$ cat src/rtl/bus_sequencer.sv
// bus_sequencer: microcode T-state sequencer and bus arbiter for the 8-bit CPU.
// Ports:
//   clk, rst_n            rising-edge clock, asynchronous active-low reset
//   opcode                IR[7:4], valid from T2 onward
//   flag_c, flag_z        registered carry / zero flags
//   dbg_req/mar/we        external loader bus request and its MAR-load / RAM-write strobes
//   bus_oe_n              {DOn,AOn,BOn,IOn,COn,EOn,ROn,NOn}, at most one bit low
//   *_ld, ram_we, pc_inc  active-high register strobes
//   alu_sub               ALU subtract select
//   dbg_gnt, halted       loader owns bus / CPU halted
//   step                  current T-state 0..4
module bus_sequencer #(
    parameter int ADDR_W = 4
) (
    input  logic              clk,
    input  logic              rst_n,
    input  logic [7-ADDR_W:0] opcode,
    input  logic              flag_c,
    input  logic              flag_z,
    input  logic              dbg_req,
    input  logic              dbg_mar,
    input  logic              dbg_we,
    output logic [7:0]        bus_oe_n,
    output logic              mar_ld,
    output logic              ir_ld,
    output logic              a_ld,
    output logic              b_ld,
    output logic              ram_we,
    output logic              pc_ld,
    output logic              pc_inc,
    output logic              out_ld,
    output logic              flags_ld,
    output logic              alu_sub,
    output logic              dbg_gnt,
    output logic              halted,
    output logic [2:0]        step
);
    typedef enum logic [1:0] {RUN, DEBUG, HALT} state_t;
    localparam logic [2:0] SRC_D = 3'd7, SRC_A = 3'd6, SRC_I = 3'd4, SRC_C = 3'd3,
                           SRC_E = 3'd2, SRC_R = 3'd1;
    state_t     state, state_nx;
    logic [2:0] step_nx, last, src;
    logic       from_halt, from_halt_nx, src_en;
    // Final T-state of the current opcode.
    assign last = (opcode == 4'd1 || opcode == 4'd4) ? 3'd3 :
                  (opcode == 4'd2 || opcode == 4'd3) ? 3'd4 : 3'd2;
    // A single source index drives the enables, so two bits can never be low together.
    assign bus_oe_n = src_en ? ~(8'd1 << src) : 8'hFF;
    always_ff @(posedge clk or negedge rst_n) begin
        if (!rst_n) begin
            state     <= RUN;
            step      <= 3'd0;
            from_halt <= 1'b0;
        end else begin
            state     <= state_nx;
            step      <= step_nx;
            from_halt <= from_halt_nx;
        end
    end
    always_comb begin
        state_nx     = state;
        step_nx      = step;
        from_halt_nx = from_halt;
        case (state)
            RUN: begin
                if (step == 3'd0 && dbg_req) begin
                    state_nx     = DEBUG;
                    from_halt_nx = 1'b0;
                end else if (step == 3'd2 && opcode == 4'hF) begin
                    state_nx = HALT;
                    step_nx  = 3'd0;
                end else begin
                    step_nx = (step >= last) ? 3'd0 : step + 3'd1;
                end
            end
            DEBUG: begin
                step_nx = 3'd0;
                if (!dbg_req) state_nx = from_halt ? HALT : RUN;
            end
            HALT: begin
                step_nx = 3'd0;
                if (dbg_req) begin
                    state_nx     = DEBUG;
                    from_halt_nx = 1'b1;
                end
            end
            default: begin
                state_nx = RUN;
                step_nx  = 3'd0;
            end
        endcase
    end
    // Outputs are gated by rst_n so the bus is released the instant reset asserts.
    always_comb begin
        src_en   = 1'b0;
        src      = 3'd0;
        mar_ld   = 1'b0;
        ir_ld    = 1'b0;
        a_ld     = 1'b0;
        b_ld     = 1'b0;
        ram_we   = 1'b0;
        pc_ld    = 1'b0;
        pc_inc   = 1'b0;
        out_ld   = 1'b0;
        flags_ld = 1'b0;
        alu_sub  = 1'b0;
        dbg_gnt  = 1'b0;
        halted   = 1'b0;
        if (rst_n) begin
            case (state)
                RUN: begin
                    case (step)
                        3'd0: begin
                            src_en = 1'b1;
                            src    = SRC_C;
                            mar_ld = 1'b1;
                        end
                        3'd1: begin
                            src_en = 1'b1;
                            src    = SRC_R;
                            ir_ld  = 1'b1;
                            pc_inc = 1'b1;
                        end
                        3'd2: begin
                            src = SRC_I;
                            case (opcode)
                                4'd1, 4'd2, 4'd3, 4'd4: begin
                                    src_en = 1'b1;
                                    mar_ld = 1'b1;
                                end
                                4'd5: begin
                                    src_en = 1'b1;
                                    a_ld   = 1'b1;
                                end
                                4'd6: begin
                                    src_en = 1'b1;
                                    pc_ld  = 1'b1;
                                end
                                4'd7: begin
                                    src_en = flag_c;
                                    pc_ld  = flag_c;
                                end
                                4'd8: begin
                                    src_en = flag_z;
                                    pc_ld  = flag_z;
                                end
                                4'd14: begin
                                    src_en = 1'b1;
                                    src    = SRC_A;
                                    out_ld = 1'b1;
                                end
                                default: ;
                            endcase
                        end
                        3'd3: begin
                            case (opcode)
                                4'd1: begin
                                    src_en = 1'b1;
                                    src    = SRC_R;
                                    a_ld   = 1'b1;
                                end
                                4'd2, 4'd3: begin
                                    src_en  = 1'b1;
                                    src     = SRC_R;
                                    b_ld    = 1'b1;
                                    alu_sub = (opcode == 4'd3);
                                end
                                4'd4: begin
                                    src_en = 1'b1;
                                    src    = SRC_A;
                                    ram_we = 1'b1;
                                end
                                default: ;
                            endcase
                        end
                        3'd4: begin
                            if (opcode == 4'd2 || opcode == 4'd3) begin
                                src_en   = 1'b1;
                                src      = SRC_E;
                                a_ld     = 1'b1;
                                flags_ld = 1'b1;
                                alu_sub  = (opcode == 4'd3);
                            end
                        end
                        default: ;
                    endcase
                end
                DEBUG: begin
                    src_en  = 1'b1;
                    src     = SRC_D;
                    mar_ld  = dbg_mar;
                    ram_we  = dbg_we;
                    dbg_gnt = 1'b1;
                end
                HALT: halted = 1'b1;
                default: ;
            endcase
        end
    end
endmodule

$ cat config.mk
export PLATFORM = sky130hd
export DESIGN_NAME = bus_sequencer
export DESIGN_NICKNAME = d
export VERILOG_FILES = /design/src/rtl/bus_sequencer.sv
export SDC_FILE = /design/constraint.sdc
export NUM_CORES = 1
export LEC_CHECK = 0
export CORE_ASPECT_RATIO = 1.4
export CORE_UTILIZATION = 44
export CTS_CLUSTER_DIAMETER = 50
export CTS_CLUSTER_SIZE = 8
export DETAILED_ROUTE_END_ITERATION = 8
export PLACE_DENSITY = 0.82
export SLEW_MARGIN = 20
export SYNTH_ARGS = -nofsm -noshare
export SYNTH_HDL_FRONTEND = slang
export SYNTH_SLANG_ARGS = --single-unit
$ cat constraint.sdc
create_clock -name clk -period 3.2 [get_ports clk]
set_input_delay 0.64 -clock clk [delete_from_list [all_inputs] [get_ports clk]]
set_output_delay 0.64 -clock clk [all_outputs]
set_load 0.03 [all_outputs]
Yosys cells after proc, flatten, opt, wreduce, memory -nomap -nowiden --
Index checks and enable logic that the tools add are counted.
Storage, ports and cells: output and inout port bits 23, register bits after elaboration 6, logic and storage cells 109, bits of input ports 11
Operators by class: $add $sub $neg 1, equality and inequality tests 21, bitwise logic cells 1, reduce and logical (&&, ||, !) cells 14, magnitude comparators 1, muxes and demuxes 67, shifts and indexed selects 1
Operators with widths (count):
- 1-bit two-way mux | 38
- 3-bit two-way mux | 7
- 4-bit by 3-bit equality test with 1-bit output (second input constant) | 4
- 3-bit one-hot mux with 5 select lines | 1
- 2-bit two-way mux | 7
- 4-bit equality test (second input constant) | 3
- 1-bit one-hot mux with 2 select lines | 6
- 3-bit one-hot mux with 2 select lines | 2
- 1-bit one-hot mux with 3 select lines | 3
- 4-bit by 2-bit equality test with 1-bit output (second input constant) | 2
- 8-bit two-way mux | 1
- 2-bit != test (second input constant) | 4
- 8-bit inverter | 1
- 1-bit by 3-bit << shifter with 8-bit output (first input constant) | 1
- 7-bit OR reduction | 1
- 3-bit by 2-bit equality test with 1-bit output (second input constant) | 2
- 2-bit one-hot mux with 3 select lines | 1
- 3-bit AND reduction | 2
- 4-bit by 1-bit equality test with 1-bit output (second input constant) | 1
- 1-bit one-hot mux with 4 select lines | 1
- 2-bit OR reduction | 2
- 4-bit OR reduction | 1
- 3-bit by 1-bit adder with 3-bit output (second input constant) | 1
- 3-bit by 1-bit equality test with 1-bit output (second input constant) | 1
- other kinds (11) | 13

Longest topological paths before layout --
word-level depth 9, depth in mapped cells 8, mapped depth without buffers 7

Worst setup path after synthesis --
OpenSTA, ideal clock, no wires.
path type flip-flop to output port, start register step[0], end output bus_oe_n[1], required time 2560 ps, path buffers 0, cell stages (with the launch flop) 7, arrival time 2556 ps, slack 4 ps, path through dfrtp_1 -> inv_1 -> ha_1 -> or2_1 -> o311ai_1 -> a41oi_1 -> or4_1
On the way: cells in the longest elaborated chain, start to end 7, elaborated cells on any way between the ends 15, classes of those cells eq/ne (4); shift (1); mux (7); bitwise (1); reduce/logical (2)
Ends and longest elaborated chain:
- start: declaration | RTL line 36 | output logic [2:0] step
- start signal: assignment | RTL line 56 | step <= step_nx;
- 3-bit equality test (tied with other cells) | RTL line 112 | case (step)
- 3-bit one-hot mux with 5 select lines | RTL line 112
- 3-bit one-hot mux with 2 select lines | RTL line 110 | case (state)
- 3-bit two-way mux | RTL line 109 | if (rst_n) begin
- 1-bit by 3-bit << shifter with 8-bit output | RTL line 48 | assign bus_oe_n = src_en ? ~(8'd1 << src) : 8'hFF;
- 8-bit inverter | RTL line 48
- 8-bit two-way mux (*) | RTL line 48
- end: declaration | RTL line 23 | output logic [7:0] bus_oe_n,
Every way passes the cells marked *; elsewhere a longest branch is shown, timed or not.

Worst setup path in the final report --
start input rst_n, end output bus_oe_n[4]
On the way: cells in the longest elaborated chain, start to end 4, elaborated cells on any way between the ends 5, classes of those cells shift (1); mux (3); bitwise (1)
Ends and longest elaborated chain:
- start: declaration | RTL line 16 | input logic rst_n,
- 3-bit two-way mux | RTL line 109
- 1-bit by 3-bit << shifter with 8-bit output | RTL line 48
- 8-bit inverter | RTL line 48
- 8-bit two-way mux (*) | RTL line 48
Marks and branches as above.

==> impl_metrics.tcl <==
set metrics [dict create \
    hold_path_depth 1 \
    p_clk_share_pct 6.7 \
    fmax_mhz 319 \
    synth-edff-count 0 \
    ys_ff_latch 6 \
    crit_fanout 3 \
    hp-class "reg2reg" \
    pwr-share-comb_pct 81.0 \
    syn-instance-count 121 \
    fp.dieH_microns 55.8 \
    finalWirelength_microns 3260 \
    place_congestion 0.870 \
    synthTopCellsByArea "dfrtp_1 (17%), ha_1 (11%), nand2_1 (5.0%), nor2b_1 (4.1%), o21ai_0 (3.3%)" \
    drt_iter0_markers 41 \
    n_antenna_cell 0 \
    synth-async-reset-ratio_pct 100 \
    synth-main-ff-cell "dfrtp_1" \
    min-delay-start "from_halt" \
    ctsRootBufferMaster "clkbuf_4" \
    ant_nets 0 \
    sequentialPowerShare_pct 12.2 \
    r2r_slack_ns 1.23 \
    antenna_found_initial 0 \
    nets 207 \
    required_ns 2.56 \
    busiest_layer "met2" \
    p_int_uw 536 \
    timing.rr.end "step[0]" \
    drive_gt1_share_pct 40.9 \
    syn2layout_area_growth_pct 72.9 \
    period_needed_ns 3.13 \
    final_area_sq_um 1570 \
    numCtsBuffers 3 \
    clkLatencyLatePin_ns 0.24 \
    instances_no_fill 207 \
    worst_ep_arrival_time_ns 2.49 \
    power_density_nw_per_um2 652 \
    initial_core_util_pct 46.6 \
    viasPerCell 5.80 \
    dr.pass1.iters 4 \
    ctsHoldBuffers 0 \
    synth_cell_types 51 \
    synthesis.nets 140 \
    met2_usage_pct 52.6 \
    yosys.area.top_type "dfrtp_1" \
    maxSlewViolCount 0 \
    drc 0 \
    die-area_sq_um 2250 \
    grt.overflow.total 0 \
    grt_util_met1_pct 29.1 \
    dp.cells 204 \
    crit_type "in2out" \
    synth_top_area_share_pct 16.5 \
    core_sq_um 1950 \
    reg2reg_from "step[1]" \
    cts_tree "done" \
    dieWidth_microns 40.4 \
    holdWs_ns 0.497 \
    io_buffers 32 \
    clkTransAtPathRegs_ns 0.05 \
    grt_pass1_vias 1062 \
    place_area_sq_um 1470 \
    pin_count 34 \
    setup_viol 0 \
    syn_area_per_cell_sq_um 7.51 \
    skew_ns 0.00647 \
    rr_worst_depth 7 \
    cts_sinks 6 \
    grt_usage_pct 27.8 \
    clockBufferDepth 2 \
    maxCapViolations 0 \
    vias 1200 \
    hold_violations 0 \
    wl_per_cell_microns 15.8 \
    power.leakage_uw 0.000729 \
    irDropWorstVdd_mv 0.557 \
    grt_pass1_wl_microns 4530 \
    net-switching-power_uw 489 \
    gr-usage-met3_pct 4.80 \
    grt_start_max_net_pins 12 \
    dp_hpwl_microns 2350 \
    worstHoldEndpoint "from_halt" \
    timing.final.crit_share_pct 97.9 \
    crit_path_start_kind "input port" \
    yosysWarnings 0 \
    num_rows 19 \
    nFillCells 123 \
    p_sw_share_pct 47.7 \
    syn_area_sq_um 908 \
    cp-startpoint "rst_n" \
    htreeDepth 1 \
    worstSetupEndpointType "output port" \
    status "completed" \
    yosysSeqAreaShare_pct 16.5 \
]
flip-flops by register name, indices dropped and copies added, names as in the netlist:
| signal | cells |
|---|---|
| from_halt | 1 |
| state | 2 |
| step | 3 |
cells in the mapped netlist (2+ instances only):
master and n:
or4_1 3, mux2i_1 2, or2_2 2, nand3_1 4
dfrtp_1 6, clkbuf_1 3, inv_1 8, nor2_1 8
a31oi_1 3, nand2_1 12, buf_2 2, nor2b_1 6
and2_1 2, nor3_1 5, o21ai_0 6, nor3b_1 2
a21oi_1 3, ha_1 8, a211oi_1 2, buf_4 3
power by group through the flow:
stage | Clock [uW] | Sequential [uW] | Combinational, uW
after global routing | 73.4 | 128 | 887
after CTS | 70.4 | 121 | 762
after detailed placement | 0 | 122 | 743
after global placement | 0 | 121 | 724
after floorplan | 0 | 141 | 384
final | 69.0 | 125 | 830
critical path: stages:
cell and delay [ns]:
clkdlybuf4s50_1 0.48, nor2b_2 0.22, buf_4 0.15, nand4_1 0.14, nor4bb_1 0.47, o2111ai_1 0.19
buf_4 0.19
cell type report:
cell class / instances / area, sq um / share of cell area, %
tap: 21 / 26.3 / 1.67
inverter: 8 / 30.0 / 1.91
timing repair buffer: 71 / 596 / 37.9
sequential: 6 / 150 / 9.56
clock buffer: 3 / 22.5 / 1.43
multi-input combinational: 98 / 746 / 47.5
worst max path at each step:
stage,end,slack [ns],cells past startpoint
CTS,bus_oe_n[1],-0.02,8
floorplan,bus_oe_n[1],0.004,6
detailed placement,bus_oe_n[3],-0.52,9
global route,bus_oe_n[4],-0.01,10
global placement,bus_oe_n[2],-0.46,6
finish,bus_oe_n[4],0.07,7
layout by cell type (no fill, tap or decap), drive strengths merged, types with 3 or more instances in the layout:
| cell | count |
|---|---|
| buf | 54 |
| nand2 | 12 |
| clkdlybuf4s50 | 11 |
| inv | 8 |
| nor2 | 8 |
| ha | 8 |
| o21ai | 6 |
| dfrtp | 6 |
| nor2b | 6 |
| nor3 | 5 |
| dlymetal6s2s | 4 |
| or4 | 4 |
| nand3 | 4 |
| a31oi | 3 |
| a21oi | 3 |
| clkbuf | 3 |
| and2 | 3 |
| or2 | 3 |
metrics by stage:
step	util [%]	TNS (ns)	total power [uW]	setup slack (ns)
6_report	80.6	0	1020	0.0680
3_5_place_dp	75.2	-1.95	865	-0.518
3_3_place_gp	75.2	-1.72	845	-0.465
5_1_grt	80.6	-0.0112	1090	-0.0112
2_1_floorplan	-	0	525	0.00405
4_1_cts	77.4	-0.0380	953	-0.0183
layer usage:
metal / vias to the layer above / part of all wire [%]
met5: - / 0
met4: 0 / 4.5
met3: 20 / 6.3
met2: 64 / 55
met1: 549 / 34
li1: 567 / -
kinds of logic after synthesis:
family,count (synthesis),share of synthesized area [%]
other,1,0.413
multiplexers,2,2.20
XOR/XNOR,1,0.964
AND/OR/NAND/NOR,59,38.2
flip-flops,6,16.5
buffers and inverters,17,9.37
AO/OA/AOI/OAI,27,21.4
adder cells (fa/ha/maj),8,11.0
timing repair:
| item | CTS | global route |
|---|---|---|
| endpoints found under the setup margin | 8 | 7 |
| resized for setup | 33 | 17 |
| pin swaps | 3 | 2 |
| buffers inserted | 0 | 0 |
Note: power is estimated with default switching activity, not from simulation.
